<file path="src/rtl/multicycle_ctrl.sv">
// Multicycle control FSM: sequences fetch/decode/exec/mem/writeback for one
// instruction at a time and counts retired instructions.
module multicycle_ctrl #(
    parameter int OP_BITS  = 7,
    parameter int CNT_BITS = 32
) (
    input  logic                clk,
    input  logic                reset,
    input  logic [OP_BITS-1:0]  opcode,
    input  logic                branch_taken,
    output logic                imem_req,
    input  logic                imem_ready,
    output logic                dmem_req,
    output logic                dmem_we,
    input  logic                dmem_ready,
    output logic                ir_we,
    output logic                pc_we,
    output logic                rf_we,
    output logic [1:0]          alu_a_sel,
    output logic                alu_b_sel,
    output logic [1:0]          pc_sel,
    output logic [1:0]          wb_sel,
    output logic                retire,
    output logic [CNT_BITS-1:0] instret,
    output logic                trap
);
    localparam logic [OP_BITS-1:0] OPC_OP_IMM   = OP_BITS'(7'b0010011);
    localparam logic [OP_BITS-1:0] OPC_LUI      = OP_BITS'(7'b0110111);
    localparam logic [OP_BITS-1:0] OPC_AUIPC    = OP_BITS'(7'b0010111);
    localparam logic [OP_BITS-1:0] OPC_OP       = OP_BITS'(7'b0110011);
    localparam logic [OP_BITS-1:0] OPC_JAL      = OP_BITS'(7'b1101111);
    localparam logic [OP_BITS-1:0] OPC_JALR     = OP_BITS'(7'b1100111);
    localparam logic [OP_BITS-1:0] OPC_BRANCH   = OP_BITS'(7'b1100011);
    localparam logic [OP_BITS-1:0] OPC_LOAD     = OP_BITS'(7'b0000011);
    localparam logic [OP_BITS-1:0] OPC_STORE    = OP_BITS'(7'b0100011);
    localparam logic [OP_BITS-1:0] OPC_MISC_MEM = OP_BITS'(7'b0001111);
    localparam logic [OP_BITS-1:0] OPC_SYSTEM   = OP_BITS'(7'b1110011);

    typedef enum logic [2:0] {
        S_FETCH, S_DECODE, S_EXEC, S_MEM, S_WB, S_TRAP
    } state_t;

    state_t              state_q, state_d;
    logic [CNT_BITS-1:0] instret_q, instret_d;
    logic                op_legal;

    assign op_legal = opcode inside {OPC_OP_IMM, OPC_LUI, OPC_AUIPC, OPC_OP,
                                     OPC_JAL, OPC_JALR, OPC_BRANCH, OPC_LOAD,
                                     OPC_STORE, OPC_MISC_MEM};

    always_ff @(posedge clk) begin
        if (reset) begin
            state_q   <= S_FETCH;
            instret_q <= '0;
        end else begin
            state_q   <= state_d;
            instret_q <= instret_d;
        end
    end

    always_comb begin
        state_d = state_q;
        case (state_q)
            S_FETCH:  if (imem_ready) state_d = S_DECODE;
            S_DECODE: state_d = op_legal ? S_EXEC : S_TRAP;
            S_EXEC: begin
                if (opcode == OPC_BRANCH || opcode == OPC_MISC_MEM)
                    state_d = S_FETCH;
                else if (opcode == OPC_LOAD || opcode == OPC_STORE)
                    state_d = S_MEM;
                else
                    state_d = S_WB;
            end
            S_MEM: begin
                if (dmem_ready)
                    state_d = (opcode == OPC_STORE) ? S_FETCH : S_WB;
            end
            S_WB:     state_d = S_FETCH;
            S_TRAP:   state_d = S_TRAP;
            default:  state_d = S_FETCH;
        endcase
    end

    // Outputs are forced low while reset is asserted so an abandoned
    // instruction cannot write, retire or keep a request open.
    always_comb begin
        imem_req  = 1'b0;
        dmem_req  = 1'b0;
        dmem_we   = 1'b0;
        ir_we     = 1'b0;
        pc_we     = 1'b0;
        rf_we     = 1'b0;
        alu_a_sel = 2'd0;
        alu_b_sel = 1'b0;
        pc_sel    = 2'd0;
        wb_sel    = 2'd0;
        retire    = 1'b0;
        trap      = 1'b0;
        instret   = reset ? '0 : instret_q;
        if (!reset) begin
            case (state_q)
                S_FETCH: begin
                    imem_req = 1'b1;
                    ir_we    = imem_ready;
                end
                S_EXEC: begin
                    case (opcode)
                        OPC_OP_IMM, OPC_LOAD, OPC_STORE, OPC_JALR: alu_b_sel = 1'b1;
                        OPC_AUIPC: begin alu_a_sel = 2'd1; alu_b_sel = 1'b1; end
                        OPC_LUI:   begin alu_a_sel = 2'd2; alu_b_sel = 1'b1; end
                        default: ;
                    endcase
                    if (opcode == OPC_BRANCH) begin
                        pc_we  = 1'b1;
                        pc_sel = branch_taken ? 2'd1 : 2'd0;
                        retire = 1'b1;
                    end else if (opcode == OPC_MISC_MEM) begin
                        pc_we  = 1'b1;
                        retire = 1'b1;
                    end
                end
                S_MEM: begin
                    dmem_req = 1'b1;
                    dmem_we  = (opcode == OPC_STORE);
                    if (dmem_ready && opcode == OPC_STORE) begin
                        pc_we  = 1'b1;
                        retire = 1'b1;
                    end
                end
                S_WB: begin
                    rf_we  = 1'b1;
                    pc_we  = 1'b1;
                    retire = 1'b1;
                    if (opcode == OPC_LOAD)
                        wb_sel = 2'd1;
                    else if (opcode == OPC_JAL || opcode == OPC_JALR)
                        wb_sel = 2'd2;
                    if (opcode == OPC_JAL)
                        pc_sel = 2'd1;
                    else if (opcode == OPC_JALR)
                        pc_sel = 2'd2;
                end
                S_TRAP:  trap = 1'b1;
                default: ;
            endcase
        end
    end

    assign instret_d = retire ? instret_q + CNT_BITS'(1) : instret_q;

endmodule

</file>
<file path="config.mk">
export PLATFORM = sky130hd
export DESIGN_NAME = multicycle_ctrl
export DESIGN_NICKNAME = d
export VERILOG_FILES = /design/src/rtl/multicycle_ctrl.sv
export SDC_FILE = /design/constraint.sdc
export NUM_CORES = 1
export LEC_CHECK = 0
export CAP_MARGIN = 40
export CORE_MARGIN = 3
export CORE_UTILIZATION = 53
export DETAILED_ROUTE_END_ITERATION = 12
export HOLD_SLACK_MARGIN = 0.05
export PLACE_DENSITY = 0.93
export SKIP_CTS_REPAIR_TIMING = 1
export SYNTH_ARGS = -nofsm -noshare
export SYNTH_HDL_FRONTEND = slang
export SYNTH_SLANG_ARGS = --single-unit
</file>
<file path="constraint.sdc">
create_clock -name clk -period 3.5 [get_ports clk]
set_input_delay 0.35 -clock clk [delete_from_list [all_inputs] [get_ports clk]]
set_output_delay 0.35 -clock clk [all_outputs]
set_load 0.03 [all_outputs]
</file>
==> flow_summary.toml <==
[synth]
synth_top_area_frac = 0.306
synth-seq-cells = 35
synth.most_common_cell = "dfxtp_1"
syn-cell-area_sq_um = 2290
syn_inst = 291
synth_edf_count = 0
synth_area_leaders = "dfxtp_1 (31%), nor2b_1 (9.0%), mux2_1 (6.4%)"
synth_ff_type = "dfxtp_1"
ys_seq_area_frac = 0.306
async_reset_ff_frac = 0
ys_types = 54
synth_common_cells = "dfxtp_1 (35), nor2b_1 (33), nor2_1 (30)"
synth_fp_nets = 304
yosysWarnings = 0
syn_area_per_cell_sq_um = 7.86
synth_area_leader_cell = "dfxtp_1"

[drt]
dr_wl_met2_um = 2780
route.met3.wl_um = 343
drcViolationCount = 0
viasPerCell = 6.03
drt-met1-wl_um = 2410
dr.first_iter.drc_count = 273
postRouteAntennaNets = 0
wirelength_um = 5650
routed.top_layer = "met4"
dr.pass1.iters = 4
avgRoutedWirePerCell_um = 14.4
route.vias.total = 2357

[clocking]
clock-sinks = 35
clockBufferDepth = 2
clock_latency_ns = 0.29
clock-root-buffer = "clkbuf_8"
cts_tree = "built"
clk_pin_slew_ns = 0.07
htree_levels = 2
cts_buffers = 5

[setup_path]
reg2reg_depth = 5
crit_slowest_cell = "clkdlybuf4s50_1"
arrival_ns = 2.79
worst-path-max-fanout = 11
rr_endpoint = "instret_q[10]$_SDFFE_PP0P_"
critPathCaptureType = "output port"
cpPeakStageDelay_ns = 0.68
reg2reg_slack_ns = 1.15
r2r_start = "state_q[0]$_SDFFE_PP0P_"
required_ns = 3.15
crit_chain = "clkdlybuf4s50_1 > nor4bb_1 > o2111a_1 > nor3_2 > nor2_1 > clkdlybuf4s50_1"
crit_top_cell = "clkdlybuf4s50_1"
critical_path_class = "input pin to output port"
start_kind = "input pin"

[power_and_ir_drop]
p_sw_uw = 244
power_frac_comb = 0.157
power_uw = 845
p_int_uw = 602
power_leakage_nw = 1.06
switching_share = 0.288
pwr-share-clk = 0.336
ir_worst_vdd_uv = 248
p_per_area_nw_per_um2 = 287
seqPwrFrac = 0.507

[timing]
rsz0062_at_grt = "false"
worst_slew_pin_slew_ns = 0.722
timing.final.crit_share = 0.898
finalSetupTns_ns = 0
fin_skew_ns = 0.00939
timing.final.crit_period_ns = 3.14
timing.fmax_ghz = 0.318
holdWs_ns = 0.497
relSlewSlack = 0.518
hold_viol = 0
maxSlewViolCount = 0
setup_viol = 0

[layout]
nets = 353
instances_no_fill = 391
diodes = 0
synthToLayoutAreaGrowth_pct = 28.9
layout-drive-gt1-share = 0.0528
final_util = 0.722

[global_routing]
grt_pass1_vias = 2162
grt_max_degree = 28
antenna_found_initial = 0
grt_pass1_wl_um = 9580
grt_remaining_overflow = 0
grt_usage = 0.228

[outcome]
status = "finished clean"

[worst_hold_path]
hp-start = "instret_q[28]$_SDFFE_PP0P_"
hold_path.class = "flip-flop to flip-flop"
min_to = "instret_q[28]$_SDFFE_PP0P_"
min_path_cells = 2

[floorplanning]
die_area_sq_um = 5140
die_w_um = 71.7
ios = 59
die_h_um = 71.7
start_util = 0.560
core_sq_um = 4090
core.rowCount = 23

[job]
cap_violations = 0

[place]
gp_congestion = 0.839
post-dp-hpwl_um = 4190
io_buffers = 58
place_inst = 383
==> worst max-delay path by stage <==
stage	from	end	cells past startpoint	slack, ns
CTS	opcode[2]	pc_we	6	0.37
global placement	opcode[2]	pc_we	6	0.44
floorplan	reset	ir_we	4	1.06
finish	opcode[2]	pc_we	6	0.36
global route	opcode[2]	pc_we	6	0.19
detailed placement	opcode[2]	pc_we	6	0.38
==> power groups by stage <==
stage | Clock, mW | Combinational (mW) | Sequential, mW
5_1_grt | 0.310 | 0.146 | 0.430
4_1_cts | 0.290 | 0.133 | 0.427
3_5_place_dp | 0 | 0.132 | 0.436
6_report | 0.284 | 0.133 | 0.428
2_1_floorplan | 0 | 0.102 | 0.421
3_3_place_gp | 0 | 0.128 | 0.436
==> stage by stage <==
step                setup slack, ns  cell area, sq um
floorplan                      1.06              2290
global placement              0.436              2860
detailed placement            0.381              2870
CTS                           0.372              2950
global route                  0.188              2950
finish                        0.359              2950
==> routing by layer <==
layer | track usage | vias to the layer above
li1 | - | 1163
met5 | 0 | -
met1 | 0.286 | 1098
met4 | 0.0960 | 0
met3 | 0.0519 | 13
met2 | 0.373 | 83
==> critical path, delay by kind of cell <==
kind	cells	cell delay, ns
buffers and inverters	2	1.36
AOI/OAI and AO/OA	1	0.38
and+or+nand+nor	3	0.69
==> placed cells by master, fill, tap and decap left out, drive strengths merged, types with 2 or more instances in the layout <==
| cell type | count |
|---|---|
| a211oi | 2 |
| a21oi | 15 |
| and2 | 2 |
| and3 | 6 |
| and4 | 9 |
| buf | 5 |
| clkbuf | 7 |
| clkdlybuf4s50 | 57 |
| dfxtp | 35 |
| inv | 7 |
| mux2 | 13 |
| mux2i | 2 |
| nand2 | 16 |
| nand2b | 3 |
| nand3 | 12 |
| nand3b | 2 |
| nand4 | 11 |
| nor2 | 30 |
| nor2b | 34 |
| nor3 | 5 |
| nor4 | 3 |
| nor4b | 2 |
| nor4bb | 2 |
| o21ai | 11 |
| o311ai | 2 |
| o31ai | 9 |
| or2 | 2 |
| or3 | 7 |
| or4 | 12 |
| xor2 | 2 |
==> cell type report <==
cell class	count	area, sq um
clock buffers	7	76.3
clock inverters	1	5.00
fillers	325	1140
inverters	7	26.3
multi-input cells	229	1470
flip-flops and latches	35	701
well taps	50	62.6
repair buffers	62	606
==> sequential cells by signal, summed over array words and instances (netlist names) <==
name and flops:
state_q 3, instret_q 32
==> kinds of logic (layout without fill, tap and decap cells) <==
kind of cell             after synthesis  count (layout)  share of synthesized area
XOR/XNOR                               2               2                    0.00766
adder cells (fa/ha/maj)                1               1                    0.00547
AND/OR/NAND/NOR                      162             162                      0.415
AO/OA/AOI/OAI                         49              49                      0.141
multiplexers                          15              15                     0.0727
buffers and inverters                 27              77                     0.0525
flip-flops                            35              35                      0.306
No activity file was read; power rests on OpenSTA's default activity.
